**src/rtl/audio_frame_fifo.sv**
```systemverilog
// APB-programmable multichannel sample buffer: assembles per-channel DATA writes
// into frames, queues them in a DEPTH-entry FIFO and plays one frame per req_in.
module audio_frame_fifo #(
    parameter int          CHANNELS  = 2,
    parameter int          SAMPLE_W  = 24,
    parameter int          DEPTH     = 16,
    parameter logic [31:0] BASE_ADDR = 32'h0000_0000
) (
    input  logic                         clk,
    input  logic                         rst_n,
    input  logic                         PSEL,
    input  logic                         PENABLE,
    input  logic                         PWRITE,
    input  logic [31:0]                  PADDR,
    input  logic [31:0]                  PWDATA,
    output logic [31:0]                  PRDATA,
    output logic                         PREADY,
    output logic                         PSLVERR,
    input  logic                         req_in,
    output logic [CHANNELS*SAMPLE_W-1:0] abuf_out,
    output logic                         play_out,
    output logic                         irq_out,
    output logic                         clr_out
);

    localparam int              AW       = $clog2(DEPTH);
    localparam int              CW       = AW + 1;
    localparam int              FW       = CHANNELS * SAMPLE_W;
    localparam logic [2:0]      LAST_CH  = 3'(CHANNELS - 1);
    localparam logic [CW-1:0]   FULL_CNT = CW'(DEPTH);
    localparam logic [8:0]      DEPTH_X  = 9'(DEPTH);

    localparam logic [2:0] CMD_START  = 3'd1;
    localparam logic [2:0] CMD_STOP   = 3'd2;
    localparam logic [2:0] CMD_CLR    = 3'd3;
    localparam logic [2:0] CMD_IRQACK = 3'd4;

    typedef enum logic {
        STANDBY = 1'b0,
        PLAY    = 1'b1
    } state_t;

    state_t              state;
    logic                irq;
    logic                overflow;
    logic                underflow;
    logic [7:0]          wm;
    logic [2:0]          ch_ptr;
    logic [AW-1:0]       rd_ptr;
    logic [AW-1:0]       wr_ptr;
    logic [CW-1:0]       count;
    logic [CW-1:0]       count_next;
    logic [FW-1:0]       abuf_q;
    logic [FW-1:0]       push_frame;
    logic [SAMPLE_W-1:0] sample;
    logic [FW-1:0]       mem [DEPTH];
    logic [SAMPLE_W-1:0] slot [CHANNELS];

    // APB decode; the window is four words starting at BASE_ADDR
    logic [31:0] offset;
    logic        in_win;
    logic        apb_wr;
    logic        cmd_wr;
    logic        data_wr;
    logic        wm_wr;
    logic        cmd_start;
    logic        cmd_stop;
    logic        cmd_clr;
    logic        cmd_irqack;

    assign offset     = PADDR - BASE_ADDR;
    assign in_win     = (offset[31:4] == 28'd0);
    assign apb_wr     = PSEL & PENABLE & PWRITE & in_win;
    assign cmd_wr     = apb_wr && (offset[3:2] == 2'd0);
    assign data_wr    = apb_wr && (offset[3:2] == 2'd1);
    assign wm_wr      = apb_wr && (offset[3:2] == 2'd3);
    assign cmd_start  = cmd_wr && (PWDATA[2:0] == CMD_START);
    assign cmd_stop   = cmd_wr && (PWDATA[2:0] == CMD_STOP);
    assign cmd_clr    = cmd_wr && (PWDATA[2:0] == CMD_CLR);
    assign cmd_irqack = cmd_wr && (PWDATA[2:0] == CMD_IRQACK);
    assign sample     = PWDATA[SAMPLE_W-1:0];

    logic unused_apb;
    assign unused_apb = ^{PWDATA, offset[1:0]};

    // FIFO control: the pop always sees pre-cycle contents, so a pop frees
    // room for a push into a full FIFO but cannot rescue an empty one.
    logic clr_exec;
    logic pop_req;
    logic pop_valid;
    logic push_req;
    logic push_ok;
    logic empty;
    logic full;

    assign clr_exec   = cmd_clr && (state == STANDBY);
    assign pop_req    = req_in && (state == PLAY);
    assign empty      = (count == '0);
    assign full       = (count == FULL_CNT);
    assign pop_valid  = pop_req && !empty;
    assign push_req   = data_wr && (ch_ptr == LAST_CH);
    assign push_ok    = push_req && (!full || pop_valid);
    assign count_next = count + CW'(push_ok) - CW'(pop_valid);

    always_comb begin
        push_frame = '0;
        for (int c = 0; c < CHANNELS; c++) begin
            push_frame[c*SAMPLE_W +: SAMPLE_W] = (ch_ptr == 3'(c)) ? sample : slot[c];
        end
    end

    // Watermark crossing; a watermark at or above DEPTH fires on any pop
    // that leaves room in the FIFO.
    logic [8:0] cnt_x;
    logic [8:0] cnt_next_x;
    logic [8:0] wm_x;
    logic       irq_set;
    logic       irq_clr;

    assign cnt_x      = 9'(count);
    assign cnt_next_x = 9'(count_next);
    assign wm_x       = {1'b0, wm};
    assign irq_set    = pop_req &&
                        (((cnt_x > wm_x) && (cnt_next_x <= wm_x)) ||
                         ((wm_x >= DEPTH_X) && (cnt_next_x < DEPTH_X)));
    assign irq_clr    = cmd_irqack || cmd_stop;

    always_ff @(posedge clk or negedge rst_n) begin
        if (!rst_n) begin
            state   <= STANDBY;
            irq     <= 1'b0;
            clr_out <= 1'b0;
        end else begin
            clr_out <= clr_exec;
            case (state)
                STANDBY: if (cmd_start) state <= PLAY;
                PLAY:    if (cmd_stop)  state <= STANDBY;
                default: state <= STANDBY;
            endcase
            if (irq_clr) begin
                irq <= 1'b0;
            end else if (irq_set) begin
                irq <= 1'b1;
            end
        end
    end

    always_ff @(posedge clk or negedge rst_n) begin
        if (!rst_n) begin
            rd_ptr    <= '0;
            wr_ptr    <= '0;
            count     <= '0;
            ch_ptr    <= '0;
            abuf_q    <= '0;
            overflow  <= 1'b0;
            underflow <= 1'b0;
            wm        <= 8'(DEPTH / 2);
        end else begin
            if (wm_wr) begin
                wm <= PWDATA[7:0];
            end
            if (clr_exec) begin
                rd_ptr    <= '0;
                wr_ptr    <= '0;
                count     <= '0;
                ch_ptr    <= '0;
                abuf_q    <= '0;
                overflow  <= 1'b0;
                underflow <= 1'b0;
            end else begin
                if (data_wr) begin
                    ch_ptr <= (ch_ptr == LAST_CH) ? 3'd0 : ch_ptr + 3'd1;
                end
                if (push_ok) begin
                    wr_ptr <= wr_ptr + AW'(1);
                end
                if (push_req && !push_ok) begin
                    overflow <= 1'b1;
                end
                if (pop_req) begin
                    abuf_q <= pop_valid ? mem[rd_ptr] : '0;
                    if (!pop_valid) begin
                        underflow <= 1'b1;
                    end
                end
                if (pop_valid) begin
                    rd_ptr <= rd_ptr + AW'(1);
                end
                count <= count_next;
            end
        end
    end

    // Storage needs no reset: the pointers and count define what is valid.
    always_ff @(posedge clk) begin
        if (data_wr) begin
            for (int c = 0; c < CHANNELS; c++) begin
                if (ch_ptr == 3'(c)) slot[c] <= sample;
            end
        end
        if (push_ok) begin
            mem[wr_ptr] <= push_frame;
        end
    end

    logic [31:0] status;

    always_comb begin
        status        = '0;
        status[0]     = (state == PLAY);
        status[1]     = irq;
        status[2]     = overflow;
        status[3]     = underflow;
        status[15:8]  = 8'(count);
        status[18:16] = ch_ptr;
    end

    always_comb begin
        PRDATA = '0;
        if (PSEL && !PWRITE && in_win) begin
            case (offset[3:2])
                2'd2:    PRDATA = status;
                2'd3:    PRDATA = {24'd0, wm};
                default: PRDATA = '0;
            endcase
        end
    end

    assign PREADY   = 1'b1;
    assign PSLVERR  = 1'b0;
    assign abuf_out = abuf_q;
    assign play_out = (state == PLAY);
    assign irq_out  = irq & (state == PLAY);

endmodule

```
**config.mk**
```make
export PLATFORM = sky130hd
export DESIGN_NAME = audio_frame_fifo
export DESIGN_NICKNAME = d
export VERILOG_FILES = /design/src/rtl/audio_frame_fifo.sv
export SDC_FILE = /design/constraint.sdc
export NUM_CORES = 1
export LEC_CHECK = 0
export ABC_AREA = 1
export BUFFER_PORTS_ARGS = -buffer_cell sky130_fd_sc_hd__buf_2
export CAP_MARGIN = 20
export CORE_MARGIN = 2
export CORE_UTILIZATION = 60
export DETAILED_ROUTE_END_ITERATION = 6
export PLACE_DENSITY = 0.78
export SYNTH_ARGS = -nofsm -noshare
export SYNTH_HDL_FRONTEND = slang
export SYNTH_SLANG_ARGS = --single-unit
```
**constraint.sdc**
```tcl
create_clock -name clk -period 5 [get_ports clk]
set_input_delay 0.75 -clock clk [delete_from_list [all_inputs] [get_ports clk]]
set_output_delay 0.75 -clock clk [all_outputs]
set_load 0.01 [all_outputs]
```
==> impl_metrics.env <==
export IMPL_status="finished, final reports clean"
export IMPL_final_common_cell="edfxtp_1"
export IMPL_arrival_ps=4170
export IMPL_yosysWarnings=0
export IMPL_wl_per_cell_um=23.49
export IMPL_drc=0
export IMPL_drt_pass1_iter_count=6
export IMPL_synth_area_leaders="edfxtp_1, nor2_1, dfrtp_1, o21ai_0, nand2_1"
export IMPL_fin_nets=3071
export IMPL_ctsHoldBuffers=0
export IMPL_grt_use_total=0.2883
export IMPL_coreArea_sq_um=59240
export IMPL_cts_resized=0
export IMPL_finalWeightedCongestion=0.8714
export IMPL_vias=23987
export IMPL_skew_ps=14.15
export IMPL_max_freq_mhz=276.7
export IMPL_routed_top_layer="met5"
export IMPL_yosys_area_top_type_share=0.6787
export IMPL_min_period_over_period=0.7227
export IMPL_rsz0062_at_grt="false"
export IMPL_synth_area_sq_um=36110
export IMPL_cts_buffers=86
export IMPL_syn_area_per_cell_sq_um=12.60
export IMPL_grt_pass1_wl_mm=136.0
export IMPL_boundaryPins=155
export IMPL_ir_drop_v=0.0003058
export IMPL_cp_max_fo=6
export IMPL_grt_ovfl_total=0
export IMPL_p_per_area_nw_per_um2=358.5
export IMPL_die_height_um=249.3
export IMPL_preCtsSetupSlack_ps=717.2
export IMPL_die_x_um=249.3
export IMPL_setup_tns_ps=0
export IMPL_critPathLaunchType="primary input"
export IMPL_ys_ff_latch=893
export IMPL_drt_iter0_markers=3049
export IMPL_start_util=0.6095
export IMPL_min_path_type="primary input to async pin"
export IMPL_dr_wl_met2_mm=43.71
export IMPL_cts_setup_buffers=0
export IMPL_syn_inst=2865
export IMPL_cts_max_level=3
export IMPL_row_count=89
export IMPL_cp_startpoint="PADDR[13]"
export IMPL_drive_gt1_frac=0.1284
export IMPL_cts_buffer_depth=3
export IMPL_finalMaxSlewViolations=0
export IMPL_port_buffers=126
export IMPL_hold_viol_final=0
export IMPL_slowest_delay_ps=450
export IMPL_final_cell_mix="edfxtp_1, nor2_1, o21ai_0"
export IMPL_wl_met1_mm=33.29
export IMPL_cts_tree="built"
export IMPL_area_delta_synth_final_pct=12.45
export IMPL_relSlewSlack=0.2165
export IMPL_cts_sinks=893
export IMPL_worstSetupPathType="primary input to flop"
export IMPL_root_buffer="clkbuf_16"
export IMPL_synth_cell_types=34
export IMPL_cpMostUsedCell="nand2_1"
export IMPL_drv_cap=0
export IMPL_dieArea_sq_um=62160
export IMPL_finalSetupViolCount=0
export IMPL_tightest_slew_ps=1175
export IMPL_ys_seq_area_frac=0.7321
export IMPL_stdcell_area_sq_um=40600
export IMPL_cp_top_family="simple AND/OR/NAND/NOR gates"
export IMPL_wl_mm=89.89
export IMPL_antenna_found_initial=3
export IMPL_fin_crit_ps=3614
export IMPL_slowest_stage="fa_1"
export IMPL_place_area_sq_um=37740
export IMPL_fillCellCount=3807
export IMPL_grt_max_degree=216
export IMPL_clk_latency_ps=630
export IMPL_vias_per_cell=6.268
export IMPL_finalPower_mw=14.55
export IMPL_wl_met3_mm=10.03
export IMPL_yosysTopAreaCell="edfxtp_1"
export IMPL_crit_path_end_kind="flop"
export IMPL_clk_pin_slew_ps=60
export IMPL_cp_num_buf_inv=4
export IMPL_final_critical_path_setup_slack_ps=1387
export IMPL_grt_pass1_vias=23545
export IMPL_finish_utilization=0.6853
export IMPL_postRouteAntennaNets=0
export IMPL_p_leak_nw=14.50
export IMPL_crit_required_ps=5560
export IMPL_hpwlAfterDp_mm=47.74
export IMPL_r2r_start="play_out$_DFF_PN0_"
==> cell usage after synthesis <==
cell type	instances
buf_2	48
xor2_1	11
nand3_4	1
nor2_1	526
nand4_1	4
nor4_4	1
buf_1	11
clkbuf_1	108
clkinv_1	1
inv_2	8
dfstp_2	1
nor3_1	15
conb_1	2
buf_6	9
edfxtp_1	816
buf_4	30
o21bai_1	1
o211ai_1	134
o22ai_1	46
o21ai_0	377
ha_1	21
a21oi_1	12
inv_1	76
fa_1	1
o21ai_1	88
nor2_2	5
dfrtp_1	76
nand2_1	270
o221ai_1	58
nand3_2	9
nor4_1	1
nand3_1	95
inv_4	1
nor2_4	2
==> per-stage QoR <==
stage / cells / hold slack [ps]
floorplan: 2881 / 453.0
global placement: 3662 / 476.1
detailed placement: 3662 / 487.8
CTS: 3824 / 66.39
global route: 3826 / 97.23
finish: 3827 / 69.74
==> flip-flops by register name, indices dropped and copies added (netlist names), 3 cells and up <==
signal	flops
abuf_out	48
wr_ptr	4
ch_ptr	3
slot	48
wm	8
mem	768
count	5
rd_ptr	4
==> power breakdown <==
part	internal [mW]	switching [mW]
registers	8.04	0.00000665
clock network	3.74	2.70
logic	0.0227	0.0546
total	11.8	2.76
==> worst paths after layout <==
check | slack [ps] | cells after the start | to
max | 1390 | 25 | irq$_DFFE_PN0P_
min | 70 | 1 | abuf_out[46]$_DFFE_PN0P_
max reg2reg | 1410 | 21 | irq$_DFFE_PN0P_
min reg2reg | 500 | 2 | abuf_out[37]$_DFFE_PN0P_
max in group asynchronous | 3790 | 2 | rd_ptr[2]$_DFFE_PN0P_
min in group clk | 320 | 1 | slot[0][34]$_DFFE_PP_
==> layout make-up <==
type	instances	area [sq um]	share of cell area
sequential	893	26440	0.6513
inverter	86	332.8	0.008197
tap	773	967.2	0.02382
antenna	1	2.502	0.00006164
multi-input combinational	1696	8528	0.2101
timing repair buffer	216	1524	0.03754
clock buffer	120	2414	0.05945
clock inverter	42	387.9	0.009553
==> kinds of logic after synthesis <==
group / share of synthesized area
adders and majority gates: 0.007832
xor gates and xnor gates: 0.002668
other: 0.0002080
buffers and inverters: 0.03708
DFF: 0.7321
and+or+nand+nor: 0.1039
AOI/OAI and AO/OA: 0.1162
==> layer usage <==
layer,track usage,up-vias
met1,0.3798,11686
met4,0.1124,4
met2,0.4745,1480
li1,-,10610
met5,0,-
met3,0.06102,207
Power figures use the tool's default switching activity.
